### config.mk
export PLATFORM = sky130hd
export DESIGN_NAME = counter_updown_mod
export DESIGN_NICKNAME = d
export VERILOG_FILES = /design/src/rtl/counter_updown_mod.sv
export SDC_FILE = /design/constraint.sdc
export NUM_CORES = 1
export LEC_CHECK = 0
export CORE_AREA = 2 2 40 42
export DETAILED_ROUTE_END_ITERATION = 16
export DIE_AREA = 0 0 42 44
export SYNTH_ARGS = -nofsm -noshare
export SYNTH_HDL_FRONTEND = slang
export SYNTH_SLANG_ARGS = --single-unit
### constraint.sdc
create_clock -name clk -period 1.78 [get_ports clk]
set_input_delay 0.178 -clock clk [delete_from_list [all_inputs] [get_ports clk]]
set_output_delay 0.178 -clock clk [all_outputs]
set_load 0.02 [all_outputs]
### src/rtl/counter_updown_mod.sv
// counter_updown_mod: parametrised up/down counter with modulus, wrap or
// saturate at the boundaries, synchronous parallel load, a terminal-count
// prediction, and sticky overflow and load-error flags.
module counter_updown_mod #(
    parameter int     WIDTH     = 4,
    parameter longint MODULUS   = 16,
    parameter bit     SATURATE  = 1'b0,
    parameter longint RESET_VAL = 0
) (
    input  logic             clk,
    input  logic             reset,
    input  logic             enable,
    input  logic             up_dn,
    input  logic             load,
    input  logic [WIDTH-1:0] load_val,
    input  logic             clr_ovf,
    output logic [WIDTH-1:0] count,
    output logic             tc,
    output logic             zero,
    output logic             ovf,
    output logic             load_err
);

    // Parameter legality is checked at elaboration so an illegal instance
    // never reaches synthesis.
    if (WIDTH < 1 || WIDTH > 32) begin : g_badWidth
        $error("counter_updown_mod: WIDTH must be in 1..32");
    end
    if (MODULUS < 2 || MODULUS > (64'sd1 <<< WIDTH)) begin : g_badModulus
        $error("counter_updown_mod: MODULUS must be in 2..2**WIDTH");
    end
    if (RESET_VAL < 0 || RESET_VAL >= MODULUS) begin : g_badResetVal
        $error("counter_updown_mod: RESET_VAL must be below MODULUS");
    end

    // The top count value and the modulus are both held in wide form.
    // The top value then fits WIDTH bits even when MODULUS is 2**WIDTH.
    // The range check on load_val is done in 64 bits for the same reason.
    localparam logic [WIDTH-1:0] MAX_VAL   = WIDTH'(MODULUS - 1);
    localparam logic [WIDTH-1:0] RST_VAL   = WIDTH'(RESET_VAL);
    localparam logic [63:0]      MOD_WIDE  = 64'(MODULUS);

    logic [WIDTH-1:0] r_count;
    logic             r_ovf;
    logic             r_loadErr;

    logic             w_atMax;
    logic             w_atZero;
    logic             w_boundary;
    logic             w_loadInRange;
    logic             w_boundaryEvent;
    logic [WIDTH-1:0] w_stepVal;
    logic [WIDTH-1:0] w_loadVal;

    assign w_atMax         = (r_count == MAX_VAL);
    assign w_atZero        = (r_count == '0);
    assign w_boundary      = up_dn ? w_atMax : w_atZero;
    assign w_loadInRange   = (64'(load_val) < MOD_WIDE);
    assign w_boundaryEvent = enable & ~load & w_boundary;
    assign w_loadVal       = w_loadInRange ? load_val : MAX_VAL;

    // Next value for one counting step.
    // At a boundary it either wraps to the opposite end or holds in place.
    always_comb begin
        w_stepVal = r_count;
        if (up_dn) begin
            if (!w_atMax) begin
                w_stepVal = r_count + WIDTH'(1);
            end else if (SATURATE) begin
                w_stepVal = MAX_VAL;
            end else begin
                w_stepVal = '0;
            end
        end else begin
            if (!w_atZero) begin
                w_stepVal = r_count - WIDTH'(1);
            end else if (SATURATE) begin
                w_stepVal = '0;
            end else begin
                w_stepVal = MAX_VAL;
            end
        end
    end

    // Count register. Reset has priority over load, and load over counting.
    always_ff @(posedge clk) begin
        if (reset) begin
            r_count <= RST_VAL;
        end else if (load) begin
            r_count <= w_loadVal;
        end else if (enable) begin
            r_count <= w_stepVal;
        end
    end

    // Sticky overflow flag. A boundary event on an edge outranks a clear
    // requested on that same edge.
    always_ff @(posedge clk) begin
        if (reset) begin
            r_ovf <= 1'b0;
        end else begin
            r_ovf <= w_boundaryEvent | (r_ovf & ~clr_ovf);
        end
    end

    // Load-error pulse. It is high for the single cycle after an
    // out-of-range load.
    always_ff @(posedge clk) begin
        if (reset) begin
            r_loadErr <= 1'b0;
        end else begin
            r_loadErr <= load & ~w_loadInRange;
        end
    end

    assign count    = r_count;
    assign ovf      = r_ovf;
    assign load_err = r_loadErr;
    assign zero     = w_atZero;
    assign tc       = enable & w_boundary;

endmodule

Word level (Yosys, flattened, before mapping) --
Cells that the tools add are included.
Word-level totals: bits in registers 5, latch bits 0, bits in writable memories 0, ROM bits 0, bits of input ports 10, output and inout bits 8, word-level logic and storage cells 20, memories kept 0
Cells by class: add/sub/neg operators 2, multiply operators 0, div/mod/pow operators 0, $lt $le $gt $ge 0, equal/unequal tests 1, shifts and indexed selects 0, mux-type cells 6, bitwise operators 7, reductions and logical operators 2
Operators with widths (number):
- 2-to-1 mux 4 bit | 5
- adder 4 x 1 -> 4 bit, second input constant | 1
- bitwise AND 1 bit | 4
- equality test 4 bit, second input constant | 1
- zero test 4 bit | 1
- subtractor 4 x 1 -> 4 bit, second input constant | 1
- inverter 1 bit | 2
- nonzero test 2 bit | 1
- 2-to-1 mux 1 bit | 1
- bitwise OR 1 bit | 1

Logic depth before layout (Yosys ltp) --
Gate-level depths: netlist of the first run.
word-level depth 5, gate-level depth with buffers 6, depth with buffers taken out 6

Least setup slack after synthesis of the first run --
No wires, ideal clock.
kind reg2reg, start point reg r_count[0] (netlist: count[0]), end point reg r_ovf (netlist: ovf), setup time 0.058 ns, arrival 1.689 ns, data required time 1.722 ns, path slack 0.033 ns, stages on the path, launching flop included 6, buffers on the path 0, clock period less this slack 1.747 ns, cells stage by stage dfxtp_1 inv_1 ha_1 or4b_1 a21boi_1 a21o_1
Between the ends: word-level cells in the longest chain between the ends 4, elaborated cells between the ends (all ways) 5, those cells by class eq/ne: 1; mux: 1; bitwise: 2; reduce/logical: 1
Ends and longest elaborated chain:
- start: declaration | RTL line 43 | logic [WIDTH-1:0] r_count;
- start signal: assignment | RTL line 90 | r_count <= w_loadVal;
- start signal: assignment | RTL line 92 | r_count <= w_stepVal;
- equality test 4 bit / zero test 4 bit (equally long branches) | RTL line 55, 56
- 2-to-1 mux 1 bit * | RTL line 57 | assign w_boundary = up_dn ? w_atMax : w_atZero;
- bitwise AND 1 bit * | RTL line 59 | assign w_boundaryEvent = enable & ~load & w_boundary;
- bitwise OR 1 bit * | RTL line 102 | r_ovf <= w_boundaryEvent | (r_ovf & ~clr_ovf);
- end signal: assignment | RTL line 102
- end: declaration | RTL line 44 | logic r_ovf;
Mark *: on every way between the ends. The rest lies on a longest branch, timed or not. A chain may end at the register's enable or synchronous reset.

Final worst setup path of the first run --
start point reg r_count[1] (netlist: count[1]), end point out tc
Between the ends: word-level cells in the longest chain between the ends 3, elaborated cells between the ends (all ways) 4, those cells by class eq/ne: 1; mux: 1; bitwise: 1; reduce/logical: 1
Ends and longest elaborated chain:
- equality test 4 bit / zero test 4 bit (equally long branches) | RTL line 55, 56
- 2-to-1 mux 1 bit * | RTL line 57
- bitwise AND 1 bit * | RTL line 120 | assign tc = enable & w_boundary;
- end: declaration | RTL line 18 | output logic tc,
Marks and branches as above.

==> summary.md, run 1 <==
| Metric | Value |
|---|---|
| Status | finished clean |
| Detailed-route via count | 445 |
| Crit path from | count[1] |
| Full die area | 0.00185 mm² |
| Most frequent cell after synthesis | dfxtp_1 |
| Post-Place Worst Slack | -291 ps |
| R2R Setup Slk | 240 ps |
| P&R area growth vs syn | 71.3% |
| Syn Std Cell Area | 400 µm² |
| Synth top area share | 25.0% |
| Clk sinks | 5 |
| Post-synth top flop | dfxtp_1 |
| Syn. warnings | 0 |
| Sequential share of the synthesized area | 25.0% |
| Crit-path max cell delay | 450 ps |
| Clk slew on worst S/H paths | 40 ps |
| Fin crit share | 97.6% |
| R2R Path End | count[0] |
| Synth top cells by count | 5 x dfxtp_1, 4 x a21oi_1, 4 x nand2_1 |
| Total Neg Setup Slack | 0 ps |
| Std cell rows | 14 |
| DR iter-0 viols | 7 |
| Global-route wire length before repair | 1810 µm |
| CTS Buf Count | 3 |
| Hold WS | 520 ps |
| Io pins | 18 |
| Unique masters post-synth | 25 |
| Routed WL per cell | 10.9 µm |
| Final setup violation count | 0 |
| Port buffer count | 16 |
| Setup Crit Path Kind | reg2out |
| Die W | 42 µm |
| Total of max-cap violations | 0 |
| Grt total ovfl | 0 |
| Reg-to-Reg Start | count[1] |
| Routability congestion estimate | 0.700 |
| Worst-path cell chain | inv_2 > ha_4 > or4b_4 > a21boi_2 > buf_4 |
| Syn Area/Cell | 8.17 µm² |
| R2r worst-path depth | 7 |
| Synth Register Bits | 5 |
| H-tree level count | 1 |
| Detailed-route DRC error count | 0 |
| Levels on crit path | 5 |
| Top post-synthesis cells by area | dfxtp_1 25%, ha_1 6.3%, nor3b_1 5.6% |
| Vias per cell | 4.78 |
| Setup WS post-layout | 42.7 ps |
| Worst-path cell with the longest stage delay | or4b_4 |
| Core area | 0.00142 mm² |
| Max-slew violations | 0 |
| Filler cell count | 140 |
| Die Ht | 44 µm |
| Max Buffers Root-to-Sink | 2 |
| Final wirelength | 1020 µm |
| Metal-1 WL | 491 µm |
| CTS tree | yes |
| Initial antenna violation count | 0 |
| Total GRT Usage | 13.1% |
| Worst Skew | 2.39 ps |
| Pin count of the biggest net entering global routing | 10 |
| Share of cells above drive strength 1 | 29.9% |
| Root Driver | clkbuf_4 |
| TritonRoute pass-1 iters | 2 |
| Worst Hold Class | in2reg |
| Cell taking the most area after synthesis | dfxtp_1 |
| WP data arrival | 1560 ps |
| RSZ-0062 raised after global routing | true |
| Post-DP HPWL | 798 µm |
| Fmax | 576 MHz |
| Critical Path Sink | tc |
| Ant diodes | 0 |
| Async set or reset register ratio after synthesis | 0% |
| Final ANT Viol Nets | 0 |
| Nets | 90 |
| Met3 wire length | 30 µm |
| Post-Syn Instances | 49 |
| Leak pwr | 0.294 nW |
| Met2 wire length | 494 µm |
| WP data required | 1600 ps |
| Maximum vdd drop | 0.000295 V |
| Vias in the first global route | 453 |
| Post-synth EDFFs | 0 |
| Syn_nets | 61 |
| Pwr dens | 628 mW/mm² |
| Worst path bufs/invs | 2 |
| Crit end category | output pin |
| CP top delay family | simple AND/OR/NAND/NOR gates |
| Highest routed layer | met3 |
| CP max FO | 2 |
| CTS Hold Bufs | 0 |
| Non-Filler Instances | 93 |
| Clk Latency, worst-skew pair | 240 ps |
| Placed Instances | 88 |
| CP Launch Type | flip-flop |
| Tmin final | 1740 ps |
| Final hold vios | 0 |
| Initial Util | 28.2% |
==> repair_timing <==
action	in CTS	in global routing
hold endpoints to repair	0	0
pin swaps	0	2
buffers inserted	0	1
setup endpoints to repair	2	1
resized for setup	7	7
==> per-layer routing <==
metal  GRT usage, %  vias up
met3           1.25        0
li1               -      232
met5              0        -
met1           15.5      202
met2           23.1       11
met4           7.74        0
==> worst reg2reg max path, stage by stage (launching register included) <==
cell and delay, ps:
dfxtp_2 320, inv_2 70, ha_4 140, buf_4 120, or3b_2 430, a21oi_1 160, o221ai_1 130, o21ai_0 100
==> logic make-up (layout without fill, tap and decap cells) <==
group	after synthesis	after routing	share of synthesized area, %
flip-flops	5	5	25.0
XOR/XNOR	2	2	4.38
multiplexers	2	2	5.31
AO/OA/AOI/OAI	16	16	26.9
adder cells (fa/ha/maj)	2	2	6.25
other	1	1	0.937
AND/OR/NAND/NOR	16	16	24.7
buffers and inverters	5	33	6.56
==> placed cells by master (no fill, tap or decap), types with 3 or more instances in the layout <==
cell type and instances:
nand2_1 4, buf_4 11, clkdlybuf4s50_1 14, clkbuf_4 3, dfxtp_1 3, nor3b_1 3, o21ai_0 3, a21oi_1 4
==> worst min-delay path by stage <==
| stage | from | endpoint | slack [ps] | depth (start not counted) |
|---|---|---|---|---|
| after global routing | load_val[0] | count[0] | 550 | 3 |
| final | load_val[0] | count[0] | 520 | 3 |
| after CTS | load_val[0] | count[0] | 530 | 3 |
| after global placement | ovf | ovf | 610 | 2 |
| after floorplan | reset | count[3] | 250 | 1 |
| after detailed placement | ovf | ovf | 610 | 2 |
==> registers in the layout, indices dropped and copies added (netlist names) <==
register	flops
count	4
ovf	1
==> stage by stage <==
| step | util (%) | power, mW | cell area, µm² |
|---|---|---|---|
| after floorplan | - | 0.211 | 400 |
| after global placement | 44.6 | 0.293 | 633 |
| after detailed placement | 44.6 | 0.294 | 633 |
| after CTS | 46.5 | 0.428 | 659 |
| after global routing | 48.3 | 0.462 | 686 |
| final | 48.3 | 0.430 | 686 |
==> cell type report <==
class                           count  area, µm²  share of cell area [%]
Timing Repair Buffer               26        231                    33.8
Inverter                            3       11.3                    1.64
Tap cell                           16       20.0                    2.92
Sequential cell                     5        103                    15.0
Multi-Input combinational cell     39        294                    42.9
Clock buffer                        4       26.3                    3.83
==> report_power, final <==
| part | switching (mW) | internal (mW) | leakage (nW) |
|---|---|---|---|
| Combinational | 0.0779 | 0.0977 | 0.237 |
| Sequential | 0.00483 | 0.121 | 0.0419 |
| Clock | 0.0440 | 0.0846 | 0.0150 |
| Total | 0.127 | 0.304 | 0.294 |
No activity file was read; power rests on OpenSTA's default activity.
==> inputs of run 2 (changes only) <==
--- a/config.mk
+++ b/config.mk
@@ -5,9 +5,11 @@
 export SDC_FILE = /design/constraint.sdc
 export NUM_CORES = 1
 export LEC_CHECK = 0
+export CAP_MARGIN = 20
 export CORE_AREA = 2 2 40 42
 export DETAILED_ROUTE_END_ITERATION = 16
 export DIE_AREA = 0 0 42 44
+export SKIP_CTS_REPAIR_TIMING = 1
 export SYNTH_ARGS = -nofsm -noshare
 export SYNTH_HDL_FRONTEND = slang
 export SYNTH_SLANG_ARGS = --single-unit
==> summary.md, run 2 (synthesized netlist as in run 1, its figures left out) <==
| Metric | Value |
|---|---|
| Max Buffers Root-to-Sink | 2 (unchanged) |
| Worst Hold Path EP | count[0] (unchanged) |
| Final wirelength | 988 µm (was 1020 µm) |
| Dpl cell area | 633 µm² (unchanged) |
| Crit end category | output pin (unchanged) |
| Die W | 42 µm (unchanged) |
| Post-DP HPWL | 798 µm (unchanged) |
| Setup WS post-layout | -7.08 ps (was 42.7 ps) |
| Pin count of the biggest net entering global routing | 10 (unchanged) |
| Setup Crit Path Kind | reg2out (unchanged) |
| Worst Skew | 2.41 ps (was 2.39 ps) |
| R2R Path End | count[0] (unchanged) |
| Final hold vios | 0 (unchanged) |
| Detailed-route DRC error count | 0 (unchanged) |
| Port buffer count | 16 (unchanged) |
| Io pins | 18 (unchanged) |
| CTS tree | yes (unchanged) |
| Clk sinks | 5 (unchanged) |
| Core area | 0.00142 mm² (unchanged) |
| Failing checks | setup timing |
| Reg-to-Reg Start | count[1] (unchanged) |
| TritonRoute pass-1 iters | 2 (unchanged) |
| Final Total Pwr | 419 µW (was 430 µW) |
| Full die area | 0.00185 mm² (unchanged) |
| Final ANT Viol Nets | 0 (unchanged) |
| CTS Buf Count | 3 (unchanged) |
| Hold WS | 528 ps (was 520 ps) |
| Leak pwr | 0.295 nW (was 0.294 nW) |
| Vias per cell | 4.75 (was 4.78) |
| Clk Latency, worst-skew pair | 240 ps (about the same) |
| Nets | 89 (was 90) |
| Total GRT Usage | 12.9% (was 13.1%) |
| Most common cell after layout, fill and taps aside | clkdlybuf4s50_1 (unchanged) |
| Routed WL per cell | 10.7 µm (was 10.9 µm) |
| R2R Setup Slk | 220 ps (was 240 ps) |
| Maximum vdd drop | 0.000272 V (was 0.000295 V) |
| Pwr dens | 634 mW/mm² (was 628 mW/mm²) |
| Root Driver | clkbuf_4 (unchanged) |
| Metal-1 WL | 481 µm (was 491 µm) |
| Clk slew on worst S/H paths | 40 ps (about the same) |
| Finished Cell Area | 661 µm² (was 686 µm²) |
| Global-route wire length before repair | 1770 µm (was 1810 µm) |
| Std cell rows | 14 (unchanged) |
| Share of cells above drive strength 1 | 21.1% (was 29.9%) |
| Vias in the first global route | 446 (was 453) |
| Fin crit share | 100% (was 97.6%) |
| Hold-critical path depth | 3 (unchanged) |
| Routability congestion estimate | 0.700 (unchanged) |
| WP data required | 1600 ps (about the same) |
| Tmin final | 1790 ps (was 1740 ps) |
| Max-slew violations | 0 (unchanged) |
| DR iter-0 viols | 8 (was 7) |
| Initial Util | 28.2% (unchanged) |
| Initial antenna violation count | 0 (unchanged) |
| Most frequent cells in the layout | 14 x clkdlybuf4s50_1, 9 x buf_4, 5 x dfxtp_1 (was 14 x clkdlybuf4s50_1, 11 x buf_4, 4 x nand2_1, 4 x a21oi_1) |
| RSZ-0062 raised after global routing | true (unchanged) |
| P&R area growth vs syn | 65.0% (was 71.3%) |
| Met2 wire length | 475 µm (was 494 µm) |
| Die Ht | 44 µm (unchanged) |
| Highest routed layer | met3 (unchanged) |
| Status | finished, violations left (was finished clean) |
| H-tree level count | 1 (unchanged) |
| R2r worst-path depth | 7 (unchanged) |
| Final setup violation count | 1 (was 0) |
| Detailed-route via count | 437 (was 445) |
| Largest register FFs | 4 (unchanged) |
| CP Launch Type | flip-flop (unchanged) |
| Hold Crit Start | load_val[0] (unchanged) |
| Met3 wire length | 30 µm (unchanged) |
| CP max FO | 2 (unchanged) |
| Worst Hold Class | in2reg (unchanged) |
| Total of max-cap violations | 0 (unchanged) |
| Ant diodes | 0 (unchanged) |
| WP data arrival | 1610 ps (was 1560 ps) |
| Grt total ovfl | 0 (unchanged) |
| Fmax | 560 MHz (was 576 MHz) |
## run 2: cell types whose count changed in the layout (fill, tap and decap cells not counted)
cell            before  now
dlygate4sd2_1        1    0
dlymetal6s2s_1       0    1
or4b_4               1    0
inv_1                1    3
dfxtp_2              2    0
ha_4                 1    0
ha_1                 1    2
or4b_1               1    2
dfxtp_1              3    5
clkbuf_2             0    1
inv_2                2    0
buf_4               11    9
## run 2: layout make-up
type	count	area, µm²
tap	16	20.0
clock buffer	4	26.3
timing repair buffer	25	225
inverter	3	11.3
sequential	5	100
fill	141	758
multi-input combinational	39	278
## run 2: worst max path at each step
stage	start	endpoint	slack (ps)	cells after the start
5_1_grt	count[1]	tc	-110	5
4_1_cts	count[1]	tc	-480	5
6_report	count[1]	tc	-7	5
3_5_place_dp	up_dn	tc	-290	4
2_1_floorplan	count[0]	ovf	30	5
3_3_place_gp	up_dn	tc	-280	4
## run 2: report_power, final
part | leakage (nW) | total [mW] | internal [mW] | switching [mW]
Sequential | 0.0413 | 0.125 | 0.121 | 0.00394
Combinational | 0.239 | 0.166 | 0.0909 | 0.0749
Clock | 0.0150 | 0.129 | 0.0846 | 0.0440
Total | 0.295 | 0.419 | 0.296 | 0.123
## run 2: stage by stage
step / utilization [%] / std cells / setup WS, ps / setup TNS, ps
after floorplan: - / 49 / 32.6 / 0
after global placement: 44.6 / 88 / -276 / -276
after detailed placement: 44.6 / 88 / -291 / -291
after CTS: 46.5 / 92 / -479 / -618
after global routing: 46.6 / 92 / -113 / -113
final: 46.6 / 92 / -7.08 / -7.08
## run 2: routing by layer
metal  track usage [%]  vias up
li1                  -      229
met1              15.5      197
met2              22.2       11
met3              1.25        0
met4              7.74        0
met5                 0        -
## run 2: critical path: stages (launching register included)
cell and delay [ps]:
dfxtp_1 300, inv_1 70, ha_1 170, or4b_1 480, a21boi_2 170, clkbuf_2 180
